==> config.mk <==
export PLATFORM = sky130hd
export DESIGN_NAME = divider
export DESIGN_NICKNAME = d
export VERILOG_FILES = /design/src/rtl/divider.sv
export SDC_FILE = /design/constraint.sdc
export NUM_CORES = 1
export LEC_CHECK = 0
export ABC_CLOCK_PERIOD_IN_PS = 6330
export CELL_PAD_IN_SITES_DETAIL_PLACEMENT = 1
export CELL_PAD_IN_SITES_GLOBAL_PLACEMENT = 2
export CORE_MARGIN = 8
export CORE_UTILIZATION = 31
export DETAILED_ROUTE_END_ITERATION = 10
export PLACE_DENSITY = 0.81
export SLEW_MARGIN = 20
export SYNTH_ARGS = -nofsm -noshare
export SYNTH_HDL_FRONTEND = slang
export SYNTH_SLANG_ARGS = --single-unit
==> constraint.sdc <==
create_clock -name clk -period 6.33 [get_ports clk]
set_input_delay 0.9495 -clock clk [delete_from_list [all_inputs] [get_ports clk]]
set_output_delay 0.9495 -clock clk [all_outputs]
set_load 0.005 [all_outputs]
==> src/rtl/divider.sv <==
// Radix-2 restoring divider: 32-bit signed/unsigned, one quotient bit per cycle.
// result_o = {remainder, quotient}; ready_o pulses for one cycle in DONE.
module divider (
  input  logic        clk,
  input  logic        rst,
  input  logic        signed_div,
  input  logic [31:0] opdata1,
  input  logic [31:0] opdata2,
  input  logic        start_i,
  input  logic        annul_i,
  output logic [63:0] result_o,
  output logic        ready_o
);

  typedef enum logic [1:0] {StIdle, StBusy, StDivZero, StDone} state_e;

  state_e      r_state;
  logic [5:0]  r_cnt;
  logic [31:0] r_dvd;     // dividend magnitude, shifted out MSB-first
  logic [31:0] r_dvs;     // divisor magnitude
  logic [31:0] r_rem;     // partial remainder, always below r_dvs
  logic [31:0] r_quot;
  logic        r_q_neg;
  logic        r_r_neg;

  logic        w_sign1;
  logic        w_sign2;
  logic [31:0] w_mag1;
  logic [31:0] w_mag2;
  logic [32:0] w_shift;
  logic        w_ge;
  logic [31:0] w_diff;
  logic [31:0] w_rem_next;
  logic [31:0] w_quot_next;
  logic [5:0]  w_cnt_next;
  logic [31:0] w_q_fix;
  logic [31:0] w_r_fix;

  // Operand magnitudes and signs at accept, plus one restoring step of the datapath
  always_comb begin
    w_sign1     = signed_div & opdata1[31];
    w_sign2     = signed_div & opdata2[31];
    w_mag1      = w_sign1 ? (~opdata1 + 32'd1) : opdata1;
    w_mag2      = w_sign2 ? (~opdata2 + 32'd1) : opdata2;
    w_shift     = {r_rem, r_dvd[31]};
    w_ge        = (w_shift >= {1'b0, r_dvs});
    // True difference is below r_dvs, so modulo-2^32 subtraction is exact
    w_diff      = w_shift[31:0] - r_dvs;
    w_rem_next  = w_ge ? w_diff : w_shift[31:0];
    w_quot_next = {r_quot[30:0], w_ge};
    w_cnt_next  = r_cnt + 6'd1;
    w_q_fix     = r_q_neg ? (~w_quot_next + 32'd1) : w_quot_next;
    w_r_fix     = r_r_neg ? (~w_rem_next + 32'd1) : w_rem_next;
  end

  // Control FSM with registered result/ready; annul overrides every state
  always_ff @(posedge clk or posedge rst) begin
    if (rst) begin
      r_state  <= StIdle;
      r_cnt    <= 6'd0;
      r_dvd    <= 32'd0;
      r_dvs    <= 32'd0;
      r_rem    <= 32'd0;
      r_quot   <= 32'd0;
      r_q_neg  <= 1'b0;
      r_r_neg  <= 1'b0;
      result_o <= 64'h0;
      ready_o  <= 1'b0;
    end else if (annul_i) begin
      r_state  <= StIdle;
      r_cnt    <= 6'd0;
      result_o <= 64'h0;
      ready_o  <= 1'b0;
    end else begin
      case (r_state)
        StIdle: begin
          ready_o <= 1'b0;
          if (start_i) begin
            r_dvd   <= w_mag1;
            r_dvs   <= w_mag2;
            r_q_neg <= w_sign1 ^ w_sign2;
            r_r_neg <= w_sign1;
            r_rem   <= 32'd0;
            r_quot  <= 32'd0;
            r_cnt   <= 6'd0;
            r_state <= (opdata2 == 32'd0) ? StDivZero : StBusy;
          end
        end
        StBusy: begin
          r_rem  <= w_rem_next;
          r_quot <= w_quot_next;
          r_dvd  <= {r_dvd[30:0], 1'b0};
          r_cnt  <= w_cnt_next;
          // The 32nd step loads the corrected result directly
          if (w_cnt_next == 6'd32) begin
            result_o <= {w_r_fix, w_q_fix};
            ready_o  <= 1'b1;
            r_state  <= StDone;
          end
        end
        StDivZero: begin
          result_o <= 64'h0;
          ready_o  <= 1'b1;
          r_state  <= StDone;
        end
        StDone: begin
          ready_o <= 1'b0;
          r_state <= StIdle;
        end
        default: begin
          ready_o <= 1'b0;
          r_state <= StIdle;
        end
      endcase
    end
  end

endmodule

==> flow_summary.ini, run 1 <==
[run_status]
status = finished clean

[cts]
cts-htree-levels = 1
cts_tree = done
cts.hold.buffers_added = 0
ctsRootBufferMaster = clkbuf_16
cts.repair_timing.setup_buffer_count = 0
worst_skew_pair.late_latency_ns = 0.53
cts.sink_count = 202
postCtsResizedCells = 0
numCtsBuffers = 24
clkTransAtPathRegs_ns = 0.06
clock_path_buffers = 3

[drt]
vias_per_cell = 5.29
detail_route.drc_violations = 0
dr_total_vias = 11900
antenna_violating_nets_post_route = 0
drt_wl_total_um = 41900
drt-initial-drc-count = 742
wire_length_per_cell_after_detailed_routing_um = 18.6
first_pass_iters = 5

[yosys]
ys_seq_area_frac = 0.382
async_set_reset_flop_share_out_of_synthesis = 1.00
top_cells_by_area_in_the_synthesized_netlist = dfrtp_1, nand2_1, o21ai_0
synth_cell_type_count = 79
synth_seq_cells = 202
synth_area_um2 = 13200
mappedNetlistNets = 1729
synth_enable_flop_cells = 0
postSynthCellCount = 1619
post-synth-top-count-cell = nand2_1
yosys_top_cell_area_share = 0.382
synth.cells.most_frequent = nand2_1, o21ai_0, dfrtp_1, a21oi_1, xor2_1
post-synth-top-area-cell = dfrtp_1
ys.warnings.count = 0
synth_ff_type = dfrtp_1
syn-mean-instance-area_um2 = 8.17

[critical_path]
end_kind = flop
worst_setup_path_endpoint = result_o[62]
timing.critical_path.from_type = flop
rr_endpoint = result_o[62]
setup.worst_path.start = r_rem[15]
setup.reg_to_reg.worst_slack_ns = 1.46
cp_data_arrival_time_ns = 5.25
rr_worst_depth = 17
cp_data_required_time_ns = 6.71
worst-setup-path-type = reg -> reg
timing.critical_path.fanout_max = 22
rr_startpoint = r_rem[15]

[sta]
finalMaxSlewViolations = 0
period_minus_slack_ns = 4.87
clock_skew_ns = 0.0108
rsz0062_at_grt = no
hold_violations = 0
setup_viol = 0
max_freq_ghz = 0.205
timing.slew.headroom = 0.398
timing.final.crit_share = 0.769
timing.final.ws_setup_ns = 1.46
fin_setup_tns_ns = 0
tightestPinTransition_ns = 0.903

[finish]
layout.cell_area.non_filler_um2 = 15800
layout.nets = 1811
antenna_cells_inserted = 0
num-fill-cells = 5030
register_area_um2 = 5050
layout-area-overhead-vs-synth_pct = 19.7
finalNonFillerCells = 2256
multiInputGateArea_um2 = 7640
drive_gt1_frac = 0.0513

[floorplan]
die-width_um = 223
num_io_pins = 134
placement_rows = 75
die_height_um = 223
core_area_um2 = 42000
die_area_um2 = 49500
initial_core_util = 0.314

[place]
gp_congestion = 0.871
detailed_place_hpwl_um = 31600
post-place-cells = 2213
pre_cts_slack_ns = 1.57
placement.cell_area_um2 = 15000
port_buffers = 133

[global_route]
grt_first_pass_wirelength_um = 68700
grt_start_max_net_pins = 148
grt_pass1_vias = 12300
grt-ovfl-total = 0
globalRouteTotalUtil = 0.166
antenna_found_initial = 0

[power]
p_leak_nw = 6.78
pwr_density_cell_nw_per_um2 = 590
ir_drop_v = 0.000237

[min_path]
worst_min_delay_path_class = reg -> reg

[run]
timing.max_cap.violations = 0
==> worst max-delay path, cell delays in order (launching register included) <==
cell and delay, ns:
dfrtp_1 0.48, ha_1 0.47, nand2_1 0.15, o21ai_2 0.25, o21ai_0 0.19, nor4_2 0.24
a21o_2 0.58, mux2i_1 0.40, ha_1 0.28, nand3b_1 0.12, or3_1 0.35, inv_1 0.10
nand4_1 0.09, o31a_1 0.19, nand3b_1 0.25, o31ai_1 0.35, xnor2_1 0.15, o21ai_0 0.08
==> state kept, by name, indices dropped and copies added, names as in the netlist <==
signal,flops
r_dvd,32
result_o,64
r_cnt,6
r_dvs,32
r_quot,31
r_q_neg,1
r_r_neg,1
r_state,2
r_rem,32
ready_o,1
==> logic make-up (layout without fill, tap and decap cells) <==
kind of cell               Yosys count  in the layout  synth area share
and+or+nand+nor                    593            593             0.206
xor gates and xnor gates           142            142            0.0941
buffers and inverters              145            243            0.0432
adders and majority gates           41             41            0.0394
DFF                                202            202             0.382
AOI/OAI and AO/OA                  467            467             0.213
muxes                               29             29            0.0224
==> final cells by class <==
type / count / area share
tap: 539 / 0.0426
multi-input combinational: 1272 / 0.483
inverter: 53 / 0.0128
clock inverter: 10 / 0.00767
timing repair buffer: 148 / 0.0933
sequential: 202 / 0.319
clock buffer: 32 / 0.0417
==> metrics by stage <==
stage               total power, W  hold WS, ns   util
floorplan                  0.00625        0.449      -
global placement           0.00777        0.461  0.357
detailed placement         0.00791        0.471  0.357
CTS                        0.00936        0.483  0.376
global route                0.0101        0.498  0.377
finish                     0.00934        0.475  0.377
==> how the worst min path moves through the flow <==
stage | from | to | slack [ns] | depth (start not counted)
2_1_floorplan | r_dvd[0] | r_dvd[0] | 0.45 | 2
3_3_place_gp | r_dvs[20] | r_dvs[20] | 0.46 | 2
3_5_place_dp | r_dvs[18] | r_dvs[18] | 0.47 | 2
4_1_cts | result_o[14] | result_o[14] | 0.48 | 2
5_1_grt | result_o[10] | result_o[10] | 0.50 | 2
6_report | result_o[14] | result_o[14] | 0.48 | 2
==> placed cells by master, fill, tap and decap left out, drive strengths merged, types with 6 or more instances in the layout <==
| cell type | netlist | layout |
|---|---|---|
| nand2 | 309 | 309 |
| o21ai | 229 | 229 |
| dfrtp | 202 | 202 |
| clkdlybuf4s50 | 0 | 133 |
| a21oi | 96 | 96 |
| xor2 | 84 | 84 |
| nor2 | 82 | 82 |
| xnor2 | 58 | 58 |
| inv | 53 | 54 |
| nand3 | 45 | 45 |
| ha | 40 | 40 |
| nor3 | 33 | 33 |
| o31ai | 32 | 32 |
| clkbuf | 77 | 32 |
| mux2i | 24 | 24 |
| nand4 | 20 | 20 |
| nor4 | 18 | 18 |
| nand2b | 16 | 16 |
| o41ai | 16 | 16 |
| or3 | 15 | 15 |
| buf | 15 | 15 |
| o21a | 12 | 12 |
| or4 | 12 | 12 |
| and2 | 9 | 9 |
| nand3b | 9 | 9 |
| a211oi | 9 | 9 |
| a21o | 9 | 9 |
| a31oi | 7 | 7 |
| o31a | 7 | 7 |
| o211ai | 6 | 6 |
| a211o | 6 | 6 |
| a22o | 6 | 6 |
==> power breakdown <==
group	leakage, nW	internal [W]	switching (W)	total [W]
sequential	2.72	0.00159	0.000277	0.00187
clock	0.383	0.000818	0.000560	0.00138
combinational	3.68	0.00213	0.00397	0.00610
==> layer usage <==
metal / part of all wire / vias to the layer above / GRT usage
met1: 0.50 / 5838 / 0.238
met2: 0.44 / 190 / 0.259
met4: 0.020 / 0 / 0.0414
met5: 0 / - / 0
li1: - / 5872 / -
met3: 0.042 / 43 / 0.0252
Note: power is estimated with default switching activity, not from simulation.
==> run 2, diff against run 1 <==
--- a/config.mk
+++ b/config.mk
@@ -5,7 +5,7 @@
 export SDC_FILE = /design/constraint.sdc
 export NUM_CORES = 1
 export LEC_CHECK = 0
-export ABC_CLOCK_PERIOD_IN_PS = 6330
+export ABC_CLOCK_PERIOD_IN_PS = 4430
 export CELL_PAD_IN_SITES_DETAIL_PLACEMENT = 1
 export CELL_PAD_IN_SITES_GLOBAL_PLACEMENT = 2
 export CORE_MARGIN = 8
==> constraint.sdc (replaced) <==
create_clock -name clk -period 4.43 [get_ports clk]
set_input_delay 0.6645 -clock clk [delete_from_list [all_inputs] [get_ports clk]]
set_output_delay 0.6645 -clock clk [all_outputs]
set_load 0.005 [all_outputs]
==> run 2 against run 1 <==
  * Clock skew down 0.0023 ns
  * Design area is 2.2% higher
  * Sequential power up 44%
  * Sequential cell count unchanged
  * Register-to-register slack worse by 1.3 ns
  * Fmax increased by 15%
  * Routed wire length is 0.13% higher
  * Final cell count grew 1.3%
  * Power rose by 49%
  * Setup slack got worse by 1.3 ns
  * Combinational power up 50%
==> flow_summary.ini, run 2 (same netlist as run 1, synthesis figures left out) <==
[drt]
met3WireLength_um = 1870
dr_total_vias = 12000
highest_layer = met4
met1Wirelength_um = 20900
met2_length_um = 18400
drt_wl_total_um = 41900
first_pass_iters = 4
wire_length_per_cell_after_detailed_routing_um = 18.3
vias_per_cell = 5.25
drt-initial-drc-count = 741
detail_route.drc_violations = 0
antenna_violating_nets_post_route = 0

[finish]
drive_gt1_frac = 0.0785
number_of_flip_flops_under_the_largest_register_name = 64
layout.cell_area.non_filler_um2 = 16200
layout-area-overhead-vs-synth_pct = 22.4
layout.cells.most_common = nand2_1
layout.nets = 1840
num-fill-cells = 4980
largest-register = result_o
postLayoutCoreUtil = 0.385
antenna_cells_inserted = 0
layout_common_cells = nand2_1, o21ai_0, dfrtp_1

[run_status]
status = finished clean

[critical_path]
rr_startpoint = r_rem[3]
timing.critical_path.from_type = flop
worst-setup-path-type = reg -> reg
cp_data_required_time_ns = 4.83
critical_path.n_buffers_inverters = 1
rr_worst_depth = 17
setup.reg_to_reg.worst_slack_ns = 0.18
cpMaxStageDelayCell = ha_1
timing.critical_path.fanout_max = 7
crit_chain = ha_1, a21oi_2, and2_1, a2111o_1, nand3_2, a21o_4, mux2i_4, ha_2, nand3b_1, or3_1, inv_1, nand4_1, o31a_1, nand3b_1, o31ai_2, xnor2_1, o21ai_0
critical-path-max-stage-delay_ns = 0.48
cp_data_arrival_time_ns = 4.65
crit_family = compound AO/OA/AOI/OAI gates
rr_endpoint = result_o[62]
end_kind = flop
crit_path_frequent_cell = nand3b_1

[cts]
cts.sink_count = 202
numCtsBuffers = 25
clock_path_buffers = 3
clkTransAtPathRegs_ns = 0.06
ctsRootBufferMaster = clkbuf_16
worst_skew_pair.late_latency_ns = 0.55
cts-htree-levels = 1
cts_tree = done
cts.hold.buffers_added = 0

[floorplan]
core_area_um2 = 42000
initial_core_util = 0.314
num_io_pins = 134
placement_rows = 75
die_area_um2 = 49500
die_height_um = 223
die-width_um = 223

[power]
ir_drop_v = 0.000545
p_leak_nw = 6.93
pwr_density_cell_nw_per_um2 = 861
p_total_w = 0.0139

[min_path]
worst_min_delay_path_class = reg -> reg
worst_hold_path.num_cells = 2
worstHoldStart = result_o[17]
hold_path_end = result_o[17]

[sta]
period_minus_slack_ns = 4.25
tightestPinTransition_ns = 1.04
clock_skew_ns = 0.00855
setup_viol = 0
max_freq_ghz = 0.235
hold_violations = 0
timing.slew.headroom = 0.308
fin_setup_tns_ns = 0
finalMaxSlewViolations = 0
timing.final.crit_share = 0.959

[global_route]
grt_pass1_vias = 12400
grt-ovfl-total = 0
grt_start_max_net_pins = 135
globalRouteTotalUtil = 0.167
grt_first_pass_wirelength_um = 69000
antenna_found_initial = 0

[place]
placement.cell_area_um2 = 15200
port_buffers = 133
gp_congestion = 0.906
detailed_place_hpwl_um = 31900

[run]
timing.max_cap.violations = 0
run 2: worst min-delay path: cells and delay by family (launching register included):
kind	cells	cell delay, ns
DFF	1	0.34
AOI/OAI and AO/OA	1	0.06
and+or+nand+nor	1	0.04
run 2: cell type report:
cell class	instances	area, µm²	share of cell area
clock inverter	9	120	0.00742
sequential	202	5050	0.312
clock buffer	34	719	0.0445
timing repair buffer	176	1690	0.105
tap	539	674	0.0417
inverter	53	203	0.0125
multi-input combinational	1272	7720	0.477
run 2: how the worst max path moves through the flow:
stage | from | endpoint | slack, ns | cells past startpoint
after CTS | r_rem[15] | result_o[62] | 0.02 | 18
after detailed placement | opdata1[8] | r_dvd[31] | -0.10 | 11
after global placement | opdata1[8] | r_dvd[31] | -0.07 | 11
final | r_rem[3] | result_o[62] | 0.18 | 17
after floorplan | r_rem[0] | result_o[62] | 0.009 | 22
after global routing | r_rem[3] | result_o[62] | -0.04 | 17
run 2: metal layers:
layer,track usage,up-vias
met1,0.242,5818
met3,0.0279,41
met2,0.257,210
met4,0.0348,0
met5,0,-
li1,-,5929
run 2: report_power, final:
part / switching (W) / total [W] / leakage [nW] / internal [W]
clock network: 0.000829 / 0.00208 / 0.401 / 0.00125
registers: 0.000425 / 0.00269 / 2.72 / 0.00227
logic: 0.00579 / 0.00916 / 3.81 / 0.00337
run 2: metrics by stage:
stage / hold slack (ns) / worst slack, ns / std cells
after floorplan: 0.449 / 0.00948 / 1619
after global placement: 0.462 / -0.0703 / 2240
after detailed placement: 0.472 / -0.104 / 2240
after CTS: 0.485 / 0.0200 / 2283
after global routing: 0.500 / -0.0384 / 2285
final: 0.476 / 0.180 / 2285
run 2: what timing repair did:
| item | 4_1_cts | 5_1_grt |
|---|---|---|
| pin swaps | 0 | 3 |
| endpoints found under the setup margin | 2 | 11 |
| resized for setup | 1 | 24 |
| setup buffers | 0 | 2 |
| gates cloned | 0 | 0 |
==> run 3, diff against run 2 <==
--- a/config.mk
+++ b/config.mk
@@ -5,13 +5,14 @@
 export SDC_FILE = /design/constraint.sdc
 export NUM_CORES = 1
 export LEC_CHECK = 0
-export ABC_CLOCK_PERIOD_IN_PS = 4430
+export ABC_CLOCK_PERIOD_IN_PS = 3700
 export CELL_PAD_IN_SITES_DETAIL_PLACEMENT = 1
 export CELL_PAD_IN_SITES_GLOBAL_PLACEMENT = 2
 export CORE_MARGIN = 8
 export CORE_UTILIZATION = 31
 export DETAILED_ROUTE_END_ITERATION = 10
 export PLACE_DENSITY = 0.81
+export SKIP_CTS_REPAIR_TIMING = 1
 export SLEW_MARGIN = 20
 export SYNTH_ARGS = -nofsm -noshare
 export SYNTH_HDL_FRONTEND = slang
==> constraint.sdc (replaced) <==
create_clock -name clk -period 3.7 [get_ports clk]
set_input_delay 0.74 -clock clk [delete_from_list [all_inputs] [get_ports clk]]
set_output_delay 0.74 -clock clk [all_outputs]
set_load 0.005 [all_outputs]
==> run 3 against run 2 <==
  * The flow now finishes with violations (negative setup slack)
  * Core utilization grew 4.5 points
  * Fmax grew 6.3%
  * Count of clock-buffer cells in the layout shrank 3
  * Die area is the same
  * First-iteration DRC count grew 0.27%
  * Via count grew 7.6%
  * Register-to-register slack lost 0.48 ns
  * Design area grew 12%
  * Clock skew grew 0.013 ns
  * Global-route usage grew 0.89 points
  * Clock power grew 15%
  * Critical path type unchanged
  * Critical endpoint is now result_o[60]
==> flow_summary.ini, run 3 (same netlist as run 1, synthesis figures left out) <==
[run_status]
status = finished, violations left
failed_checks = negative setup slack

[floorplan]
num_io_pins = 134
die-width_um = 223
die_height_um = 223
die_area_um2 = 49500
placement_rows = 75
core_area_um2 = 42000
initial_core_util = 0.314

[place]
post-place-cells = 2416
gp_congestion = 0.871
detailed_place_hpwl_um = 34400
port_buffers = 133

[finish]
layout_common_cells = nand2_1, buf_4, o21ai_0
number_of_flip_flops_under_the_largest_register_name = 64
antenna_cells_inserted = 0
layout-area-overhead-vs-synth_pct = 36.7
num-fill-cells = 4974
layout.cells.most_common = nand2_1
largest-register = result_o
drive_gt1_frac = 0.199
finalNonFillerCells = 2478
layout.nets = 2033

[sta]
timing.final.ws_setup_ns = -0.298
clock_skew_ns = 0.0220
hold_violations = 0
period_minus_slack_ns = 4.00
timing.final.crit_share = 1.08
max_freq_ghz = 0.250
setup_viol = 13
tightestPinTransition_ns = 1.17
fin_setup_tns_ns = -2.15
rsz0062_at_grt = yes
timing.slew.headroom = 0.217
finalMaxSlewViolations = 0

[power]
internal_power_w = 0.0110
power.switching_fraction = 0.473
comb_power_share = 0.731
share_seq_of_total_power = 0.155
pwr_density_cell_nw_per_um2 = 1160
ir_drop_v = 0.000576
netSwitchingPower_w = 0.00991
clock_power_share = 0.114
p_leak_nw = 7.92

[critical_path]
crit_chain = ha_1, a21oi_1, o21ai_0, nor2_1, nand3_2, a21o_4, buf_6, o21ai_4, ha_4, nand3b_1, or3_4, inv_2, nand4_1, o31a_1, nand3b_1, buf_4, o21ai_2, xor2_1, o21ai_1
rr_startpoint = r_rem[11]
timing.critical_path.fanout_max = 5
crit_path_frequent_cell = nand3b_1
timing.critical_path.from_type = flop
cpMaxStageDelayCell = dfrtp_1
rr_worst_depth = 19
end_kind = flop
critical-path-max-stage-delay_ns = 0.44
worst-setup-path-type = reg -> reg
cp_data_required_time_ns = 4.09
cp_data_arrival_time_ns = 4.39
setup.worst_path.start = r_rem[11]

[cts]
cts_tree = done
cts.sink_count = 202
ctsRootBufferMaster = clkbuf_16
numCtsBuffers = 24
clock_path_buffers = 3
worst_skew_pair.late_latency_ns = 0.55
clkTransAtPathRegs_ns = 0.06
cts-htree-levels = 1

[min_path]
worst_min_delay_path_class = reg -> reg
worstHoldStart = result_o[43]
worst_hold_path.num_cells = 2

[drt]
wire_length_per_cell_after_detailed_routing_um = 18.3
drt_wl_total_um = 45400
first_pass_iters = 5
antenna_violating_nets_post_route = 0
vias_per_cell = 5.21
dr_total_vias = 12900
detail_route.drc_violations = 0
drt-initial-drc-count = 743

[global_route]
grt_first_pass_wirelength_um = 72700
grt_pass1_vias = 13300
antenna_found_initial = 0
grt-ovfl-total = 0
globalRouteTotalUtil = 0.176
grt_start_max_net_pins = 94

[run]
timing.max_cap.violations = 0
## run 3: path summary, 6_finish.rpt
check | end | slack [ns]
worst max-delay path | result_o[60] | -0.30
worst min-delay path | result_o[43] | 0.48
worst max register to register | result_o[60] | -0.30
worst min register to register | result_o[43] | 0.48
max in group asynchronous | r_rem[27] | 2.33
min in group asynchronous | result_o[33] | 0.54
## run 3: layout make-up
type / count / area [µm²] / share of cell area
Clock buffer: 31 / 657 / 0.0364
Sequential cell: 202 / 5060 / 0.280
Tap cell: 539 / 674 / 0.0373
Inverter: 53 / 205 / 0.0114
Clock inverter: 11 / 129 / 0.00713
Multi-Input combinational cell: 1272 / 8160 / 0.452
Timing Repair Buffer: 370 / 3190 / 0.176
## run 3: metrics by stage
step                      hold slack [ns]  power [W]  worst slack, ns  area [µm²]  utilization
after global routing                0.506     0.0224           -0.525       18100        0.430
after floorplan                     0.449     0.0111           -0.276       13300            -
after detailed placement            0.471     0.0165           -0.676       16600        0.395
after global placement              0.462     0.0161           -0.702       16600        0.395
final                               0.477     0.0209           -0.298       18100        0.430
after CTS                           0.485     0.0190           -0.509       17400        0.414
## run 3: worst max-delay path, delay by kind of cell (launching register included)
| family | cells | cell delay [ns] |
|---|---|---|
| AO/OA/AOI/OAI | 7 | 1.23 |
| XOR/XNOR | 1 | 0.15 |
| adder cells (fa/ha/maj) | 2 | 0.53 |
| buffers and inverters | 3 | 0.38 |
| flip-flops | 1 | 0.44 |
| AND/OR/NAND/NOR | 6 | 1.12 |
## run 3: power by group through the flow
stage               Sequential [W]  Clock [W]  Combinational [W]
floorplan                  0.00304          0            0.00806
global placement           0.00320          0             0.0129
detailed placement         0.00324          0             0.0132
CTS                        0.00321    0.00246             0.0133
global route               0.00331    0.00255             0.0166
finish                     0.00325    0.00239             0.0153
## run 3: layer usage
layer / up-vias / part of all wire / GRT usage
li1: 6308 / - / -
met1: 6297 / 0.47 / 0.245
met2: 252 / 0.46 / 0.280
met3: 52 / 0.045 / 0.0277
met4: 0 / 0.023 / 0.0457
met5: - / 0 / 0
